[src/rtl/control_sequencer_pkg.sv]
// Shared definitions for the hardwired control sequencer: opcodes, ALU codes,
// FSM states, opcode classes and the control-word layout.
// Latency: n/a (types and constants only). Backpressure: n/a.
package control_sequencer_pkg;

  // Instruction opcodes, ir[31:27]
  localparam logic [4:0] OP_LD   = 5'b00000;
  localparam logic [4:0] OP_ST   = 5'b00010;
  localparam logic [4:0] OP_ADD  = 5'b00011;
  localparam logic [4:0] OP_SUB  = 5'b00100;
  localparam logic [4:0] OP_AND  = 5'b00101;
  localparam logic [4:0] OP_OR   = 5'b00110;
  localparam logic [4:0] OP_SHR  = 5'b00111;
  localparam logic [4:0] OP_SHL  = 5'b01000;
  localparam logic [4:0] OP_NEG  = 5'b01111;
  localparam logic [4:0] OP_NOT  = 5'b10000;
  localparam logic [4:0] OP_NOP  = 5'b11010;
  localparam logic [4:0] OP_HALT = 5'b11011;

  typedef enum logic [3:0] {
    ALU_NONE = 4'b0000,
    ALU_ADD  = 4'b0001,
    ALU_SUB  = 4'b0010,
    ALU_AND  = 4'b0011,
    ALU_OR   = 4'b0100,
    ALU_SHR  = 4'b0101,
    ALU_SHL  = 4'b0110,
    ALU_NEG  = 4'b0111,
    ALU_NOT  = 4'b1000
  } alu_op_e;

  typedef enum logic [3:0] {
    S_IDLE, S_F0, S_F1, S_F2, S_E3, S_E4, S_E5, S_E6, S_E7, S_HALT
  } state_e;

  // Execution-phase behaviour shared by groups of opcodes
  typedef enum logic [2:0] {
    CLS_ALU3, CLS_UNARY, CLS_LD, CLS_ST, CLS_NOP, CLS_HALT, CLS_ILLEGAL
  } op_class_e;

  typedef struct packed {
    logic    pc_out;
    logic    pc_in;
    logic    inc_pc;
    logic    mar_in;
    logic    mdr_in;
    logic    mdr_out;
    logic    ir_in;
    logic    y_in;
    logic    z_in;
    logic    zlow_out;
    logic    read;
    logic    write;
    logic    gra;
    logic    grb;
    logic    grc;
    logic    r_in;
    logic    r_out;
    logic    ba_out;
    logic    c_out;
    alu_op_e alu_op;
    logic    halted;
    logic    illegal;
  } ctrl_t;

endpackage

[src/rtl/opcode_decode.sv]
// Opcode classifier: ir[31:27] -> execution class, ALU code, undefined flag.
// Latency: purely combinational. Backpressure: none.
// Ports: op_i (5-bit opcode) -> op_class_o, alu_op_o, illegal_o.
module opcode_decode
  import control_sequencer_pkg::*;
(
  input  logic [4:0] op_i,
  output op_class_e  op_class_o,
  output alu_op_e    alu_op_o,
  output logic       illegal_o
);

  always_comb begin
    op_class_o = CLS_ILLEGAL;
    alu_op_o   = ALU_NONE;
    illegal_o  = 1'b0;
    case (op_i)
      OP_ADD:  begin op_class_o = CLS_ALU3;  alu_op_o = ALU_ADD; end
      OP_SUB:  begin op_class_o = CLS_ALU3;  alu_op_o = ALU_SUB; end
      OP_AND:  begin op_class_o = CLS_ALU3;  alu_op_o = ALU_AND; end
      OP_OR:   begin op_class_o = CLS_ALU3;  alu_op_o = ALU_OR;  end
      OP_SHR:  begin op_class_o = CLS_ALU3;  alu_op_o = ALU_SHR; end
      OP_SHL:  begin op_class_o = CLS_ALU3;  alu_op_o = ALU_SHL; end
      OP_NEG:  begin op_class_o = CLS_UNARY; alu_op_o = ALU_NEG; end
      OP_NOT:  begin op_class_o = CLS_UNARY; alu_op_o = ALU_NOT; end
      // Loads and stores use the ALU adder for base + displacement
      OP_LD:   begin op_class_o = CLS_LD;    alu_op_o = ALU_ADD; end
      OP_ST:   begin op_class_o = CLS_ST;    alu_op_o = ALU_ADD; end
      OP_NOP:  op_class_o = CLS_NOP;
      OP_HALT: op_class_o = CLS_HALT;
      default: illegal_o = 1'b1;
    endcase
  end

endmodule

[src/rtl/control_sequencer.sv]
// Hardwired Moore control sequencer: fetch (F0-F2) then execute (E3-E7) strobes.
// Latency: one state per clock; ADD takes 6 cycles F0 to F0 with zero-wait memory.
// Backpressure: F1, LD E6 and ST E7 stall until mem_ready; clear overrides all.
// Ports: clock/clear, run (start from IDLE), ir (opcode ir[31:27]), mem_ready;
// outputs are datapath strobes, memory Read/Write, register selects, alu_op,
// halted (sticky until clear) and illegal (E3 pulse on undefined opcode).
module control_sequencer
  import control_sequencer_pkg::*;
(
  input  logic        clock,
  input  logic        clear,
  input  logic        run,
  input  logic [31:0] ir,
  input  logic        mem_ready,
  output logic        PCout,
  output logic        PCin,
  output logic        IncPC,
  output logic        MARin,
  output logic        MDRin,
  output logic        MDRout,
  output logic        IRin,
  output logic        Yin,
  output logic        Zin,
  output logic        Zlowout,
  output logic        Read,
  output logic        Write,
  output logic        Gra,
  output logic        Grb,
  output logic        Grc,
  output logic        Rin,
  output logic        Rout,
  output logic        BAout,
  output logic        Cout,
  output logic [3:0]  alu_op,
  output logic        halted,
  output logic        illegal
);

  state_e    state_q, state_d;
  op_class_e op_class;
  alu_op_e   dec_alu;
  logic      dec_illegal;
  ctrl_t     ctrl;

  // Operand fields are consumed by the datapath, not by the sequencer
  logic ir_unused;
  assign ir_unused = ^ir[26:0];

  opcode_decode u_decode (
    .op_i       (ir[31:27]),
    .op_class_o (op_class),
    .alu_op_o   (dec_alu),
    .illegal_o  (dec_illegal)
  );

  always_comb begin
    state_d = state_q;
    unique case (state_q)
      S_IDLE: if (run) state_d = S_F0;
      S_F0:   state_d = S_F1;
      S_F1:   if (mem_ready) state_d = S_F2;
      S_F2:   state_d = S_E3;
      S_E3: begin
        case (op_class)
          CLS_NOP, CLS_ILLEGAL: state_d = S_F0;
          CLS_HALT:             state_d = S_HALT;
          default:              state_d = S_E4;
        endcase
      end
      S_E4:   state_d = (op_class == CLS_UNARY) ? S_F0 : S_E5;
      S_E5:   state_d = (op_class == CLS_LD || op_class == CLS_ST) ? S_E6 : S_F0;
      S_E6: begin
        if (op_class == CLS_LD)      state_d = mem_ready ? S_E7 : S_E6;
        else if (op_class == CLS_ST) state_d = S_E7;
        else                         state_d = S_F0;
      end
      S_E7: begin
        // A store holds its Write here until memory accepts it
        if (op_class == CLS_ST) state_d = mem_ready ? S_F0 : S_E7;
        else                    state_d = S_F0;
      end
      S_HALT: state_d = S_HALT;
      default: state_d = S_IDLE;
    endcase
  end

  always_ff @(posedge clock) begin
    if (clear) state_q <= S_IDLE;
    else       state_q <= state_d;
  end

  // Output decode depends on state_q and ir only; no input path reaches it
  always_comb begin
    ctrl = '0;
    unique case (state_q)
      S_IDLE: ;
      S_F0: begin
        ctrl.pc_out = 1'b1; ctrl.mar_in = 1'b1; ctrl.inc_pc = 1'b1; ctrl.z_in = 1'b1;
      end
      S_F1: begin
        ctrl.zlow_out = 1'b1; ctrl.pc_in = 1'b1; ctrl.read = 1'b1; ctrl.mdr_in = 1'b1;
      end
      S_F2: begin
        ctrl.mdr_out = 1'b1; ctrl.ir_in = 1'b1;
      end
      S_E3: begin
        case (op_class)
          CLS_ALU3: begin
            ctrl.grb = 1'b1; ctrl.r_out = 1'b1; ctrl.y_in = 1'b1;
          end
          CLS_UNARY: begin
            ctrl.grb = 1'b1; ctrl.r_out = 1'b1; ctrl.alu_op = dec_alu; ctrl.z_in = 1'b1;
          end
          CLS_LD, CLS_ST: begin
            ctrl.grb = 1'b1; ctrl.ba_out = 1'b1; ctrl.y_in = 1'b1;
          end
          default: ctrl.illegal = dec_illegal;
        endcase
      end
      S_E4: begin
        case (op_class)
          CLS_ALU3: begin
            ctrl.grc = 1'b1; ctrl.r_out = 1'b1; ctrl.alu_op = dec_alu; ctrl.z_in = 1'b1;
          end
          CLS_UNARY: begin
            ctrl.zlow_out = 1'b1; ctrl.gra = 1'b1; ctrl.r_in = 1'b1;
          end
          CLS_LD, CLS_ST: begin
            ctrl.c_out = 1'b1; ctrl.alu_op = dec_alu; ctrl.z_in = 1'b1;
          end
          default: ;
        endcase
      end
      S_E5: begin
        case (op_class)
          CLS_ALU3: begin
            ctrl.zlow_out = 1'b1; ctrl.gra = 1'b1; ctrl.r_in = 1'b1;
          end
          CLS_LD, CLS_ST: begin
            ctrl.zlow_out = 1'b1; ctrl.mar_in = 1'b1;
          end
          default: ;
        endcase
      end
      S_E6: begin
        case (op_class)
          CLS_LD: begin ctrl.read = 1'b1; ctrl.mdr_in = 1'b1; end
          CLS_ST: begin ctrl.gra = 1'b1; ctrl.r_out = 1'b1; ctrl.mdr_in = 1'b1; end
          default: ;
        endcase
      end
      S_E7: begin
        case (op_class)
          CLS_LD: begin ctrl.mdr_out = 1'b1; ctrl.gra = 1'b1; ctrl.r_in = 1'b1; end
          CLS_ST: ctrl.write = 1'b1;
          default: ;
        endcase
      end
      S_HALT: ctrl.halted = 1'b1;
      default: ;
    endcase
  end

  assign PCout   = ctrl.pc_out;
  assign PCin    = ctrl.pc_in;
  assign IncPC   = ctrl.inc_pc;
  assign MARin   = ctrl.mar_in;
  assign MDRin   = ctrl.mdr_in;
  assign MDRout  = ctrl.mdr_out;
  assign IRin    = ctrl.ir_in;
  assign Yin     = ctrl.y_in;
  assign Zin     = ctrl.z_in;
  assign Zlowout = ctrl.zlow_out;
  assign Read    = ctrl.read;
  assign Write   = ctrl.write;
  assign Gra     = ctrl.gra;
  assign Grb     = ctrl.grb;
  assign Grc     = ctrl.grc;
  assign Rin     = ctrl.r_in;
  assign Rout    = ctrl.r_out;
  assign BAout   = ctrl.ba_out;
  assign Cout    = ctrl.c_out;
  assign alu_op  = ctrl.alu_op;
  assign halted  = ctrl.halted;
  assign illegal = ctrl.illegal;

endmodule
[config.mk]
export PLATFORM = sky130hd
export DESIGN_NAME = control_sequencer
export DESIGN_NICKNAME = d
export VERILOG_FILES = /design/src/rtl/control_sequencer_pkg.sv /design/src/rtl/opcode_decode.sv /design/src/rtl/control_sequencer.sv
export SDC_FILE = /design/constraint.sdc
export NUM_CORES = 1
export LEC_CHECK = 0
export CORE_UTILIZATION = 30
export DETAILED_ROUTE_END_ITERATION = 8
export GPL_ROUTABILITY_DRIVEN = 0
export GPL_TIMING_DRIVEN = 0
export PLACE_DENSITY_LB_ADDON = 0.3
export SYNTH_ARGS = -nofsm -noshare
export SYNTH_HDL_FRONTEND = slang
export SYNTH_SLANG_ARGS = --single-unit
[constraint.sdc]
create_clock -name clock -period 4.3 [get_ports clock]
set_input_delay 1.075 -clock clock [delete_from_list [all_inputs] [get_ports clock]]
set_output_delay 1.075 -clock clock [all_outputs]
set_load 0.005 [all_outputs]
* After elaboration in Yosys (flattened, before gate mapping) *
Index checks and enable logic that the tools add are counted.

word-level totals
  memory bits (read-only) = 0
  bits in latches = 0
  memories = 0
  bits in writable memories = 0
  output and inout port bits = 25
  bits in registers = 4

cells by class
  shifts and indexed selects = 0
  eq/ne operators = 28
  bitwise logic cells = 0
  reduce and logical (&&, ||, !) cells = 14
  multiplexer cells = 46
  div/mod/pow operators = 0
  $mul = 0
  add/sub/neg operators = 0
  $lt $le $gt $ge = 0

operators with widths
  cell                number
  $pmux 4 s10         1
  $mux 4              9
  $pmux 4 s8          1
  $mux 1              21
  $eq 5x3->1 const B  4
  $pmux 3 s6          1
  $eq 4x3->1 const B  4
  $pmux 4 s2          2
  $eq 5x5->1 const B  3
  $pmux 1 s3          4
  $reduce_or 12->1    1
  $eq 5x2->1 const B  2
  $eq 5x4->1 const B  2
  $eq 3x3->1 const B  3
  $eq 4x2->1 const B  2
  $eq 4x4->1 const B  2
  $pmux 1 s2          4
  $reduce_or 2->1     4
  $eq 3x2->1 const B  2
  $mux 3              2
  $reduce_or 3->1     2
  $reduce_or 6->1     1
  $logic_not 5->1     1
  $eq 4x1->1 const B  1
  other kinds (8)     9

* Logic depth before layout (Yosys ltp) *
  depth after elaboration = 7
  mapped depth = 6
  mapped depth without buffers = 5

* By module *
Synthesis repeated with hierarchy kept, for this count alone.

second synthesis, totals
  cells, all modules = 138
  area, all modules = 905.9 um^2

by module, submodules not included
  module             cells an instance  sequential area each (um^2)  instances  area each (um^2)
  control_sequencer  99                 80.1                         1          664.4
  opcode_decode      39                 0.0                          1          241.5

* Worst setup path before layout *
Ideal clock, no wire load.

  kind = input to output
  start = input ir[27]
  end = output alu_op[0]
  arrival time = 2264 ps
  path buffers = 1
  stages = 5
  path slack = 961 ps
  data required time = 3225 ps
  path through = buf_2 -> or3_1 -> a21oi_2 -> a22oi_1 -> a2111oi_2

on the way
  longest elaborated chain between the ends = 7
  elaborated cells between the ends (all ways) = 25
  those cells by class = eq/ne: 14; mux: 5; reduce/logical: 6

RTL lines
  what                                                                 line                      text
  start: declaration                                                   control_sequencer.sv:13   input logic [31:0] ir,
  $eq 5x2->1, or another cell as far along                             opcode_decode.sv:17       case (op_i)
  $reduce_or 6->1 (no source line) or $reduce_or 2->1 (tied branches)  -
  $pmux 3 s6                                                           opcode_decode.sv:17
  $eq 3x2->1 or $logic_not 3->1 (tied branches)                        control_sequencer.sv:121  case (op_class)
  $reduce_or 3->1 (no source line)                                     -
  $mux 4                                                               control_sequencer.sv:121
  $pmux 4 s2 (*)                                                       control_sequencer.sv:95   unique case (state_q)
  end: declaration                                                     control_sequencer.sv:34   output logic [3:0] alu_op,

Mark *: on every way between the ends. The rest lies on a longest branch, timed or not.

* Final worst setup path *
  start = input ir[27]
  end = output Rin

on the way
  longest elaborated chain between the ends = 6
  elaborated cells between the ends (all ways) = 22
  those cells by class = eq/ne: 13; mux: 5; reduce/logical: 4

RTL lines
  what                                                                 line                                                                          text
  $eq 5x2->1, or another cell as far along                             opcode_decode.sv:17
  $reduce_or 6->1 (no source line) or $reduce_or 2->1 (tied branches)  -
  $pmux 3 s6 (*)                                                       opcode_decode.sv:17
  $eq 3x2->1, or another cell as far along                             control_sequencer.sv:153                                                      case (op_class)
  $mux 1, on equally long branches                                     control_sequencer.sv:153, control_sequencer.sv:121, control_sequencer.sv:135
  $pmux 1 s3 (*)                                                       control_sequencer.sv:95
  end: declaration                                                     control_sequencer.sv:30                                                       output logic Rin,

Marks and branches as above.

==> run metrics <==
I/O Buffers 32; clock sinks 4; cells along the critical path dlymetal6s2s_1, buf_4, or4_4, or3_1, o211ai_1, clkdlybuf4s50_1; initial DRC count 40; Critical Path AT 2980 ps; Worst-Margin Slew 701 ps; Yosys top cell area share 0.104; CTS Buf Count 3; combinational share of power 0.512; sequential fraction of the synthesis area 0.104; DR vias/cell 5.84; number of flip-flops in the largest register 4; initial antenna violation count 0; Max Fclk 0.247 GHz; syn_nets 152; Critical Path RT 3220 ps; Lkg Pwr 0.459 nW; synthesized cell area 769 µm²; dpl hpwl 1960 µm; Clock Tree Buf Depth 2; DRT Wirelength 2570 µm; worst skew pair latency 240 ps; placed cell area 1120 µm²; initial core utilization 0.332; CP Capture Type output pin; drt first pass iters 4; cell area power density 157 nW/µm²; switching pwr 0.0706 mW; status complete, no violations; CTS tree done; layout cells sized above 1 0.157; area leader, netlist dfxtp_1; floorplan row count 17; hold_buf cts 0; vias in the first global route 935; DR vias 1057; Tot GR Track Use 0.189; Worst Hold Class flop to flop; DIE WIDTH 52.6 µm; commonest cells after routing, fill and taps aside clkdlybuf4s50_1, a21oi_1, nor2_1; top post-synthesis cells by area dfxtp_1, a21oi_1, nand2b_1; total congestion overflow 0; Final Net Count 191; slowest library cell on the worst path clkdlybuf4s50_1; Top reg by flops state_q; Top Ports 61; largest registers state_q x4; ANT nets after route 0; Final Slew Violations 0; Fin Setup TNS 0 ps; most common cell after layout, fill and taps aside clkdlybuf4s50_1; Distinct cells, synth 44; CP Launch Type input pin; mean post-synth cell area 6.63 µm²; area of the multi-input gates 647 µm²; fin area 1210 µm²; RSZ-0062 raised after global routing no; WL/cell 14.2 µm; die height 52.6 µm; Die ar. 2770 µm²; Net Sw Frac 0.373; Synth Instances 116; first-pass GRT wire length 4040 µm; fin crit share 0.943; largest net degree at the start of global routing 11; Pint 0.119 mW; Residual DRC 0; Critical Path Fanout Max 10; Worst Skew 5.29 ps; final hold violations 0; Fillers 220; slew margin rel. 0.527; Clock power frac 0.258; CP Class input pin to output pin; Max Cap Viol 0; H-Tree Depth 1; yosys warns 0; Worst path max stage delay 530 ps; clock root buffer clkbuf_4; #FFs+latches synth 4; Peak VDD IR 0.104 mV; crit path time final 4050 ps; clk slew on worst S/H paths 40 ps; FF/Latch Area 80.1 µm²; number of diodes 0; final setup fails 0; register share of total power 0.231; Layout area overhead 56.9%; core area 2320 µm²
repair_timing:
action                     CTS  global route
setup endpoints to repair    7            14
resized for setup            5            10
pin swaps                    1             4
buffers inserted             1             1
worst max-delay path, delay by kind of cell:
kind / cells / cell delay [ps]
buffers and inverters: 3 / 880
AO/OA/AOI/OAI: 1 / 120
AND/OR/NAND/NOR: 2 / 900
power by group through the flow:
stage | logic, mW | registers (mW) | clock network [mW]
finish | 0.0969 | 0.0437 | 0.0488
global route | 0.106 | 0.0445 | 0.0511
CTS | 0.0943 | 0.0439 | 0.0475
detailed placement | 0.0921 | 0.0445 | 0
global placement | 0.0910 | 0.0439 | 0
floorplan | 0.0498 | 0.0434 | 0
Yosys cell counts:
cell type	number
nor4b_2	1
nand2b_1	8
o311ai_0	1
a31oi_1	5
and3b_1	2
nand3b_1	1
or3_1	4
o221ai_1	1
or4b_2	1
nand2_1	7
o31ai_1	3
nor2_1	9
dfxtp_1	4
o21ai_0	6
buf_4	1
nor3b_1	2
nand4b_1	1
and3_1	1
inv_1	5
and2_1	4
o2111ai_1	1
a211oi_1	1
or4_4	1
a22oi_1	1
buf_1	1
clkbuf_1	4
or4_1	1
a21oi_2	2
o211ai_1	1
a22o_1	1
a21oi_1	10
a2111oi_2	1
nand3_1	1
nand4_1	1
buf_2	4
a21o_1	1
o41a_1	1
nor4_2	1
nor3_1	8
a221oi_1	1
buf_6	1
nand4bb_1	1
o21bai_1	2
nor4_1	2
cells by family (layout without fill, tap and decap cells):
family / after synthesis / in the layout / share of synthesized area
AND/OR/NAND/NOR: 57 / 57 / 0.450
flip-flops: 4 / 4 / 0.104
AO/OA/AOI/OAI: 39 / 39 / 0.346
buffers and inverters: 16 / 53 / 0.0992
routing by layer:
layer  share of wire  vias up  track usage
met5               0        -            0
met4          0.0027        0       0.0482
met3           0.079        2       0.0116
met2            0.49       59        0.338
met1            0.43      476        0.241
li1                -      520            -
cell type report:
class / count / share of cell area
multi-input cells: 96 / 0.536
plain buffers: 11 / 0.0508
repair buffers: 34 / 0.284
inverters: 5 / 0.0155
well taps: 28 / 0.0290
clock buffers: 3 / 0.0187
flip-flops and latches: 4 / 0.0663
worst paths after layout:
check	start	end	slack (ps)	depth (start not counted)
max	ir[27]	Rin	250	6
min	state_q[1]	state_q[2]	800	3
max reg2reg	state_q[1]	state_q[2]	2520	4
min reg2reg	state_q[1]	state_q[2]	800	3
stage by stage:
step | instances | total power [mW] | hold WS, ps | worst slack, ps | util
2_1_floorplan | 116 | 0.0932 | 678 | 961 | -
3_5_place_dp | 176 | 0.137 | 781 | -228 | 0.485
3_3_place_gp | 176 | 0.135 | 761 | -195 | 0.485
6_report | 181 | 0.189 | 796 | 246 | 0.521
5_1_grt | 181 | 0.202 | 862 | 175 | 0.521
4_1_cts | 180 | 0.186 | 790 | -77.6 | 0.502
No activity file was read; power rests on OpenSTA's default activity.
